**src/rtl/alu_seq.sv**
```systemverilog
// alu_seq: small sequential ALU with a valid/ready command and result handshake.
// ADD/SUB/XOR/AND/ADDR complete one cycle after accept.
// SHL/SHR shift one bit per cycle; the shift amount is inB[SHW-1:0].
// Optional build macro ALU_SEQ_MUL_EN enables opcode 111 as a W-cycle shift-add multiplier.
// When ALU_SEQ_MUL_EN is not defined, opcode 111 passes operand B through in a single cycle.
module alu_seq #(
    parameter int W   = 8,
    parameter int SHW = $clog2(W)
) (
    input  logic         Clk,
    input  logic         Reset_n,
    input  logic         in_valid,
    output logic         in_ready,
    input  logic [2:0]   alu_cmd,
    input  logic [W-1:0] inA,
    input  logic [W-1:0] inB,
    output logic         out_valid,
    input  logic         out_ready,
    output logic [W-1:0] rslt,
    output logic         zero,
    output logic         carry,
    output logic         busy
);

    typedef enum logic [1:0] {
        IDLE = 2'b00,
        EXEC = 2'b01,
        DONE = 2'b10
    } state_t;

    state_t         state_r;
    logic [2:0]     cmd_r;
    logic [W-1:0]   rslt_r;
    logic           carry_r;
    logic           zero_r;
    logic [SHW:0]   cnt_r;
`ifdef ALU_SEQ_MUL_EN
    logic [W-1:0]   mcand_r;
    logic [W-1:0]   mplier_r;
`endif

    logic [W:0]     sum_s;
    logic [W:0]     diff_s;
    logic [W-1:0]   one_rslt_s;
    logic           one_carry_s;
    logic           start_exec_s;
    logic [SHW-1:0] shamt_s;
    logic [W-1:0]   exec_rslt_s;
    logic           exec_carry_s;

    assign shamt_s = inB[SHW-1:0];
    assign sum_s   = {1'b0, inA} + {1'b0, inB};
    assign diff_s  = {1'b0, inA} - {1'b0, inB};

    // Result of every op that finishes on the accept edge, plus whether the op needs EXEC.
    always_comb begin
        one_rslt_s   = {W{1'b0}};
        one_carry_s  = 1'b0;
        start_exec_s = 1'b0;
        case (alu_cmd)
            3'b000: begin
                one_rslt_s  = sum_s[W-1:0];
                one_carry_s = sum_s[W];
            end
            3'b001: begin
                one_rslt_s  = diff_s[W-1:0];
                one_carry_s = diff_s[W];
            end
            3'b010: one_rslt_s = inA ^ inB;
            3'b011: one_rslt_s = inA & inB;
            3'b100, 3'b101: begin
                // A zero shift amount completes immediately with A unchanged.
                one_rslt_s   = inA;
                start_exec_s = (shamt_s != {SHW{1'b0}});
            end
            3'b110: one_rslt_s = sum_s[W-1:0];
            3'b111: begin
`ifdef ALU_SEQ_MUL_EN
                start_exec_s = 1'b1;
`else
                one_rslt_s = inB;
`endif
            end
            default: one_rslt_s = {W{1'b0}};
        endcase
    end

    // Next working value and carry for one EXEC step of the captured op.
    always_comb begin
        exec_rslt_s  = rslt_r;
        exec_carry_s = carry_r;
        case (cmd_r)
            3'b100: begin
                exec_rslt_s  = {rslt_r[W-2:0], 1'b0};
                exec_carry_s = rslt_r[W-1];
            end
            3'b101: begin
                exec_rslt_s  = {1'b0, rslt_r[W-1:1]};
                exec_carry_s = rslt_r[0];
            end
`ifdef ALU_SEQ_MUL_EN
            3'b111: begin
                if (mplier_r[0]) begin
                    exec_rslt_s = rslt_r + mcand_r;
                end else begin
                    exec_rslt_s = rslt_r;
                end
                exec_carry_s = 1'b0;
            end
`endif
            default: begin
                exec_rslt_s  = rslt_r;
                exec_carry_s = carry_r;
            end
        endcase
    end

    // Control FSM and result datapath; reset wins over everything including accept.
    always_ff @(posedge Clk) begin
        if (!Reset_n) begin
            state_r  <= IDLE;
            cmd_r    <= 3'b000;
            rslt_r   <= {W{1'b0}};
            carry_r  <= 1'b0;
            zero_r   <= 1'b0;
            cnt_r    <= {(SHW+1){1'b0}};
`ifdef ALU_SEQ_MUL_EN
            mcand_r  <= {W{1'b0}};
            mplier_r <= {W{1'b0}};
`endif
        end else begin
            case (state_r)
                IDLE: begin
                    if (in_valid) begin
                        cmd_r <= alu_cmd;
                        if (start_exec_s) begin
                            state_r <= EXEC;
                            carry_r <= 1'b0;
                            zero_r  <= 1'b0;
`ifdef ALU_SEQ_MUL_EN
                            if (alu_cmd == 3'b111) begin
                                rslt_r   <= {W{1'b0}};
                                mcand_r  <= inA;
                                mplier_r <= inB;
                                cnt_r    <= (SHW+1)'(W);
                            end else begin
                                rslt_r <= inA;
                                cnt_r  <= {1'b0, shamt_s};
                            end
`else
                            rslt_r <= inA;
                            cnt_r  <= {1'b0, shamt_s};
`endif
                        end else begin
                            state_r <= DONE;
                            rslt_r  <= one_rslt_s;
                            carry_r <= one_carry_s;
                            zero_r  <= (one_rslt_s == {W{1'b0}});
                        end
                    end
                end
                EXEC: begin
                    rslt_r  <= exec_rslt_s;
                    carry_r <= exec_carry_s;
                    cnt_r   <= cnt_r - (SHW+1)'(1);
`ifdef ALU_SEQ_MUL_EN
                    mcand_r  <= {mcand_r[W-2:0], 1'b0};
                    mplier_r <= {1'b0, mplier_r[W-1:1]};
`endif
                    if (cnt_r == (SHW+1)'(1)) begin
                        state_r <= DONE;
                        zero_r  <= (exec_rslt_s == {W{1'b0}});
                    end else begin
                        zero_r  <= 1'b0;
                    end
                end
                DONE: begin
                    // Result is held until the consumer takes it.
                    if (out_ready) begin
                        state_r <= IDLE;
                    end
                end
                default: state_r <= IDLE;
            endcase
        end
    end

    assign in_ready  = (state_r == IDLE);
    assign busy      = (state_r == EXEC);
    assign out_valid = (state_r == DONE);
    assign rslt      = rslt_r;
    assign zero      = zero_r;
    assign carry     = carry_r;

endmodule

```
**config.mk**
```make
export PLATFORM = sky130hd
export DESIGN_NAME = alu_seq
export DESIGN_NICKNAME = d
export VERILOG_FILES = /design/src/rtl/alu_seq.sv
export SDC_FILE = /design/constraint.sdc
export NUM_CORES = 1
export LEC_CHECK = 0
export BUFFER_PORTS_ARGS = -buffer_cell sky130_fd_sc_hd__buf_2
export CORE_ASPECT_RATIO = 1.1
export CORE_UTILIZATION = 50
export CTS_CLUSTER_SIZE = 24
export DETAILED_ROUTE_END_ITERATION = 8
export GPL_ROUTABILITY_DRIVEN = 0
export GPL_TIMING_DRIVEN = 0
export PLACE_DENSITY = 0.71
export SYNTH_ARGS = -nofsm -noshare
export SYNTH_HDL_FRONTEND = slang
export SYNTH_SLANG_ARGS = --single-unit
export TNS_END_PERCENT = 30
```
**constraint.sdc**
```tcl
create_clock -name Clk -period 2.88 [get_ports Clk]
set_clock_uncertainty 0.1 [all_clocks]
set_input_delay 0.288 -clock Clk [delete_from_list [all_inputs] [get_ports Clk]]
set_output_delay 0.288 -clock Clk [all_outputs]
set_load 0.005 [all_outputs]
```
==> metrics.md, run 1 <==
| Metric | Value |
|---|---|
| Pleak | 1.12 nW |
| Relative slew slack | 0.548 |
| CTS tree | yes |
| First-pass GRT wire length | 10200 microns |
| Worst min path class | input pin to flop |
| Top_reg_cell synth | dfxtp_1 |
| Vias in the first global route | 2154 |
| DR vias | 2443 |
| Worst Setup SP | inB[1] |
| Post-cts hold buffer count | 0 |
| Cell count of the worst reg-to-reg path | 6 |
| Sequential element share of the synthesized area | 0.169 |
| Sw Pwr | 349 uW |
| Placed cell area | 2490 sq um |
| Max VDD drop | 0.220 mV |
| Hold path startpoint | inA[7] |
| Status | finished, final reports clean |
| Worst r2r src | state_r[0] |
| DR WL/cell | 15.3 microns |
| Syn_nets | 350 |
| Via density | 6.11 |
| Crit start category | input pin |
| Least-Margin Pin Slew | 0.676 ns |
| Fillers | 412 |
| DR pass1 iterations | 6 |
| CTS max path bufs | 2 |
| Detailed placer's ending HPWL | 4840 microns |
| Synth top area cells | dfxtp_1, ha_1, mux2i_1 |
| Initial Utilization | 0.521 |
| CTS Sinks | 19 |
| Combinational Power Share | 0.431 |
| Net Sw Frac | 0.390 |
| Pwr dens | 353 nW/um^2 |
| Placed cell count | 396 |
| Chip width | 66.0 microns |
| First DRT Iteration DRCs | 232 |
| Crit Path Max Fanout | 7 |
| Nets | 390 |
| Area delta synth->final | 12.8% |
| Total GRT Usage | 0.270 |
| Fin area | 2540 sq um |
| Clock power share | 0.219 |
| Ports | 36 |
| Antenna cells | 0 |
| Setup violations, final | 0 |
| FF+latch count, synth | 19 |
| Antenna-violating nets left | 0 |
| CP peak stage delay | 0.47 ns |
| Die Ht | 72.4 microns |
| Synth Instances | 307 |
| CORE AREA | 4320 sq um |
| Async set-reset flop share out of synthesis | 0 |
| Worst Path Required | 2.94 ns |
| Post-CTS Setup Inserts | 0 |
| Setup CP Type | input pin to flop |
| Max-Cap Viols | 0 |
| Largest net degree at the start of global routing | 12 |
| Grt ovf | 0 |
| CP endpoint kind | flop |
| Slew Limit Fails | 0 |
| CP arrival | 2.70 ns |
| Sequential Power Share | 0.350 |
| DRC errors left | 0 |
| PostCTS Resize Cnt | 0 |
| RSZ-0062 raised after global routing | no |
| CTS buffer count | 3 |
| CP cell instances | buf_2 -> inv_1 -> ha_1 -> nor2b_2 -> o21ai_0 -> o21ai_1 -> a221o_1 -> a222oi_1 -> nor2_1 -> o31a_1 |
| Tmin final | 2.64 ns |
| P_int | 547 uW |
| Tot Pwr | 896 uW |
| Root buffer cell | clkbuf_8 |
| Post-route clock period utilization | 0.917 |
| Final Hold Vio Count | 0 |
| Hold Path Cell Cnt | 3 |
| Number of flops mapped to enable cells by yosys | 0 |
| Clock Latency Late Sink | 0.26 ns |
| R2R Path End | zero |
| Die Area | 4770 sq um |
| H-tree depth | 1 |
| Reg2reg setup slack | 0.87 ns |
| Initial antenna violation count | 0 |
| Routed WL | 6120 microns |
| Share of cells above drive strength 1 | 0.168 |
| I/O Buffers | 35 |
| Hold slack | 0.355 ns |
| Post-synth top cells | nand2_1, nor2_1, o21ai_0, dfxtp_1 |
| Finished Core Util | 0.588 |
| Slowest-stage cell, CP | a222oi_1 |
| Yosys top cell by area | dfxtp_1 |
| Hold Path End | rslt[7] |
| Fmax | 379 MHz |
| Mapped cell area | 2250 sq um |
| Reg clk slew, reported paths | 0.09 ns |
| Yosys Warn Count | 0 |
| Finished Layout Cells | 400 |
| Syn_area_per_cell | 7.33 sq um |
| Top cell type's share of synthesized area | 0.169 |
| # rows | 25 |
| Count leader, synth | nand2_1 |
| Yosys cell types | 60 |
-- power groups by stage --
stage | clock, mW | combinational (mW) | sequential, mW
2_1_floorplan | 0 | 0.272 | 0.314
3_3_place_gp | 0 | 0.375 | 0.319
3_5_place_dp | 0 | 0.380 | 0.320
4_1_cts | 0.192 | 0.382 | 0.314
5_1_grt | 0.208 | 0.430 | 0.318
6_report | 0.196 | 0.386 | 0.314
-- how the worst max path moves through the flow --
stage                    to  cells past startpoint
floorplan              zero                      9
finish              rslt[5]                     10
global route        rslt[5]                     10
detailed placement  rslt[5]                     10
CTS                 rslt[5]                     10
global placement       zero                     10
-- per-stage QoR --
stage / TNS (ns) / setup WS (ns)
finish: 0 / 0.240
global route: 0 / 0.0518
CTS: 0 / 0.244
detailed placement: -0.0103 / -0.0103
global placement: -0.0667 / -0.0363
floorplan: 0 / 0.488
-- cells in the final DEF (no fill, tap or decap), types with 5 or more instances in the layout --
cell / Yosys / routed
a21oi_1: 18 / 18
and3_1: 5 / 5
buf_2: 9 / 44
clkbuf_1: 5 / 5
dfxtp_1: 19 / 19
ha_1: 18 / 18
inv_1: 17 / 17
mux2i_1: 15 / 15
nand2_1: 35 / 35
nor2_1: 30 / 30
nor2b_1: 10 / 10
nor3_1: 5 / 5
o211ai_1: 5 / 5
o21ai_0: 22 / 22
o221ai_1: 5 / 5
-- cells by family after synthesis --
family	Yosys count	synth area share
adder cells (fa/ha/maj)	20	0.118
AO/OA/AOI/OAI	97	0.299
AND/OR/NAND/NOR	114	0.247
multiplexers	17	0.0817
flip-flops	19	0.169
XOR/XNOR	4	0.0156
buffers and inverters	36	0.0700
-- per-layer routing --
layer,global-route usage,routed length [microns],vias to the layer above
met4,0.0757,125,0
li1,-,-,1204
met2,0.432,2830,89
met1,0.383,2840,1137
met5,0,0,-
met3,0.0236,328,13
-- critical path, delay by kind of cell --
| family | cells | cell delay (ns) |
|---|---|---|
| AO/OA/AOI/OAI | 5 | 1.59 |
| AND/OR/NAND/NOR | 2 | 0.27 |
| adder cells (fa/ha/maj) | 1 | 0.30 |
| buffers and inverters | 2 | 0.24 |
-- state kept, by name (all words and copies together), names as in the netlist --
name and flops:
carry 1, state_r 2, zero 1, cnt_r 4
rslt 8, cmd_r 3
-- area by class of cell --
class	instances	area (sq um)	area share
Timing Repair Buffer	35	175	0.0690
Tap cell	54	67.6	0.0266
Multi-Input combinational cell	252	1710	0.674
Clock buffer	3	41.3	0.0163
Clock inverter	1	5.00	0.00197
Sequential cell	19	380	0.150
Inverter	18	67.6	0.0266
Buffer	18	90.1	0.0355
Note: power is estimated with default switching activity, not from simulation.
==> inputs of run 2 (changes only) <==
Settings changed: CORE_UTILIZATION 50 to 30, PLACE_DENSITY 0.71 to 0.47.
==> metrics.md, run 2 (same netlist as run 1, synthesis figures left out) <==
| Metric | Value |
|---|---|
| Status | finished, final reports clean |
| P_int | 549 uW |
| CP arrival | 2.82 ns |
| H-tree depth | 1 |
| Die Ht | 92.8 microns |
| Sw Pwr | 351 uW |
| Pleak | 1.11 nW |
| DRC errors left | 0 |
| Commonest non-fill, non-tap cells in the layout | buf_2, nand2_1, nor2_1 |
| Max VDD drop | 0.122 mV |
| CTS tree | yes |
| Post-CTS Setup Inserts | 0 |
| Worst Setup SP | inB[1] |
| Fin area | 2580 sq um |
| Initial antenna violation count | 0 |
| Finished Core Util | 0.362 |
| Clock power share | 0.213 |
| Total GRT Usage | 0.181 |
| RSZ-0062 raised after global routing | no |
| Placed cell area | 2530 sq um |
| Setup slack after placement | -0.157 ns |
| Reg clk slew, reported paths | 0.08 ns |
| Worst Path Required | 2.94 ns |
| Hold path startpoint | inB[0] |
| Nets | 390 |
| Clock Latency Late Sink | 0.26 ns |
| Vias in the first global route | 2291 |
| Relative slew slack | 0.546 |
| Pwr dens | 349 nW/um^2 |
| Grt ovf | 0 |
| Share of cells above drive strength 1 | 0.165 |
| Max-Cap Viols | 0 |
| Placed cell count | 427 |
| Initial Utilization | 0.316 |
| Worst r2r src | state_r[0] |
| Net Sw Frac | 0.390 |
| CP endpoint kind | flop |
| I/O Buffers | 35 |
| Final Hold Vio Count | 0 |
| First-pass GRT wire length | 11400 microns |
| Area delta synth->final | 14.5% |
| Final Worst Setup Slack | 0.112 ns |
| Fmax | 361 MHz |
| Chip width | 84.6 microns |
| Detailed placer's ending HPWL | 5380 microns |
| Ports | 36 |
| DR pass1 iterations | 6 |
| Max reg flops | 8 |
| CORE AREA | 7130 sq um |
| Least-Margin Pin Slew | 0.679 ns |
| Die Area | 7850 sq um |
| CTS max path bufs | 2 |
| Crit start category | input pin |
| Finished Layout Cells | 431 |
| DR vias | 2427 |
| Antenna-violating nets left | 0 |
| First DRT Iteration DRCs | 150 |
| Sequential Power Share | 0.351 |
| Post-cts hold buffer count | 0 |
| Setup violations, final | 0 |
| Crit Path Max Fanout | 7 |
| Routed WL | 6880 microns |
| Setup CP Type | input pin to flop |
| PostCTS Resize Cnt | 0 |
| Most common cell after layout, fill and taps aside | buf_2 |
| Root buffer cell | clkbuf_8 |
| CTS Sinks | 19 |
| Slew Limit Fails | 0 |
| CTS buffer count | 3 |
| Antenna cells | 0 |
| Post-route clock period utilization | 0.961 |
| Combinational Power Share | 0.436 |
| Worst min path class | input pin to flop |
| DR WL/cell | 16.0 microns |
| Via density | 5.63 |
| Tmin final | 2.77 ns |
| Largest net degree at the start of global routing | 11 |
| # rows | 32 |
==> run 2: metal layers <==
layer	global-route usage	vias up	wire length [microns]
met1	0.243	1148	3200
met3	0.00624	10	253
met4	0.0508	0	113
met5	0	-	0
li1	-	1200	-
met2	0.314	69	3320
==> run 2: cell type report <==
| cell class | count | area, sq um |
|---|---|---|
| fill | 813 | 4550 |
| multi-input combinational | 252 | 1710 |
| sequential | 19 | 380 |
| timing repair buffer | 35 | 175 |
| tap | 85 | 106 |
| buffer | 18 | 90.1 |
| inverter | 18 | 67.6 |
| clock buffer | 4 | 45.0 |
==> run 2: worst paths after layout <==
check                           cells past startpoint        to  slack, ns
worst max-delay path                               10   rslt[5]       0.11
worst min-delay path                                4  cnt_r[0]       0.37
worst max register to register                      6      zero       0.86
worst min register to register                      2  cmd_r[2]       0.38
==> run 2: critical path: stages <==
cell,delay [ns]
buf_2,0.18
inv_1,0.06
ha_1,0.31
nor2b_2,0.16
o21ai_0,0.24
o21ai_1,0.19
a221o_1,0.38
a222oi_1,0.58
nor2_1,0.12
o31a_1,0.31
==> run 2: power groups by stage <==
stage,Clock [mW],Combinational (mW),Sequential (mW)
finish,0.191,0.392,0.316
global route,0.204,0.441,0.320
CTS,0.194,0.392,0.315
detailed placement,0,0.390,0.321
global placement,0,0.390,0.321
floorplan,0,0.272,0.314
==> run 2: metrics by stage <==
stage	setup TNS (ns)	total power, mW	hold slack [ns]
final	0	0.899	0.367
after global routing	0	0.965	0.392
after CTS	0	0.900	0.362
after detailed placement	-0.219	0.711	0.374
after global placement	-0.292	0.711	0.364
after floorplan	0	0.586	0.352
==> inputs of run 3 (changes only) <==
Settings changed: CTS_BUF_LIST set to sky130_fd_sc_hd__clkbuf_8 sky130_fd_sc_hd__clkbuf_16, SKIP_LAST_GASP set to 1.
==> metrics.md, run 3 (same netlist as run 1, synthesis figures left out) <==
| Metric | Value |
|---|---|
| H-tree depth | 1 |
| Chip width | 84.6 microns |
| Least-Margin Pin Slew | 0.680 ns |
| # rows | 32 |
| Relative slew slack | 0.545 |
| CP peak stage delay | 0.58 ns |
| Multi-input logic area | 1710 sq um |
| CTS Sinks | 19 |
| Final Hold Vio Count | 0 |
| Worst Path Required | 2.94 ns |
| Max VDD drop | 0.122 mV |
| DR pass1 iterations | 6 |
| Slew Limit Fails | 0 |
| Pwr dens | 348 nW/um^2 |
| Ports | 36 |
| Routed WL | 6880 microns |
| CP endpoint kind | flop |
| First-pass GRT wire length | 11400 microns |
| Initial Utilization | 0.316 |
| DRC errors left | 0 |
| Crit start category | input pin |
| Post-cts hold buffer count | 0 |
| Crit Path Max Fanout | 7 |
| Setup slack after placement | -0.157 ns |
| Total GRT Usage | 0.181 |
| Most common cell after layout, fill and taps aside | buf_2 |
| PostCTS Resize Cnt | 0 |
| CTS tree | yes |
| Vias in the first global route | 2291 |
| CP cell instances | buf_2 -> inv_1 -> ha_1 -> nor2b_2 -> o21ai_0 -> o21ai_1 -> a221o_1 -> a222oi_1 -> nor2_1 -> o31a_1 |
| I/O Buffers | 35 |
| CP arrival | 2.82 ns |
| Setup CP Type | input pin to flop |
| Die Ht | 92.8 microns |
| Status | finished, final reports clean |
| Post-route clock period utilization | 0.961 |
| Via density | 5.64 |
| Share of cells above drive strength 1 | 0.165 |
| Max reg flops | 8 |
| Nets | 390 |
| Commonest non-fill, non-tap cells in the layout | buf_2, nand2_1, nor2_1 |
| Detailed placer's ending HPWL | 5380 microns |
| Fmax | 361 MHz |
| CP top delay family | compound AO/OA/AOI/OAI gates |
| Die Area | 7850 sq um |
| Area delta synth->final | 14.5% |
| Post-CTS Setup Inserts | 0 |
| Antenna cells | 0 |
| Largest net degree at the start of global routing | 11 |
| Placed cell area | 2530 sq um |
| CTS buffer count | 3 |
| Register area | 380 sq um |
| Fillers | 813 |
| DR vias | 2430 |
| RSZ-0062 raised after global routing | no |
| Pleak | 1.12 nW |
| Initial antenna violation count | 0 |
| Crit path buffers/inverters | 2 |
| First DRT Iteration DRCs | 150 |
| Clock Latency Late Sink | 0.26 ns |
| Tmin final | 2.77 ns |
| Reg clk slew, reported paths | 0.08 ns |
| Setup violations, final | 0 |
| Worst min path class | input pin to flop |
| Fin area | 2580 sq um |
| CORE AREA | 7130 sq um |
| Root buffer cell | clkbuf_8 |
| DR WL/cell | 16.0 microns |
| Grt ovf | 0 |
| Max-Cap Viols | 0 |
| CTS max path bufs | 2 |
| Final Worst Setup Slack | 0.112 ns |
| Antenna-violating nets left | 0 |
| Slowest-stage cell, CP | a222oi_1 |
==> run 3: changes by cell type in the layout (fill, tap and decap cells not counted), sizes merged <==
cell,before,now
inv,18,19
clkbuf,10,9
==> run 3: final timing paths <==
path	from	to	slack [ns]	cells past startpoint
worst max register to register	state_r[0]	zero	0.86	6
worst min-delay path	inB[0]	cnt_r[0]	0.37	4
worst min register to register	cmd_r[2]	cmd_r[2]	0.38	2
worst max-delay path	inB[1]	rslt[5]	0.11	10
==> run 3: worst register-to-register path, delay by kind of cell (launching register included) <==
family           cells  cell delay (ns)
AND/OR/NAND/NOR      5             1.31
flip-flops           1             0.43
AO/OA/AOI/OAI        1             0.14
==> run 3: stage by stage <==
stage	power (mW)	cells	util	hold WS (ns)	setup TNS (ns)
final	0.896	431	0.362	0.367	0
after global routing	0.962	431	0.362	0.392	0
after CTS	0.897	431	0.362	0.362	0
after detailed placement	0.711	427	0.355	0.374	-0.219
after global placement	0.711	427	0.355	0.364	-0.292
after floorplan	0.586	307	-	0.352	0
==> run 3: cell type report <==
type	count	area share
inverter	18	0.0262
tap	85	0.0413
clock buffer	3	0.0160
multi-input combinational	252	0.665
sequential	19	0.148
buffer	18	0.0350
clock inverter	1	0.00146
timing repair buffer	35	0.0680
==> run 3: routing by layer <==
layer	GRT usage	part of all wire	up-vias
met3	0.00624	0.037	10
met2	0.314	0.48	69
met4	0.0508	0.016	0
met1	0.243	0.46	1150
met5	0	0	-
li1	-	-	1201
==> run 3: power by group <==
part | total (mW) | internal (mW) | switching [mW] | leakage (nW)
registers | 0.316 | 0.285 | 0.0310 | 0.156
clock network | 0.188 | 0.0949 | 0.0931 | 0.0269
logic | 0.392 | 0.166 | 0.227 | 0.934
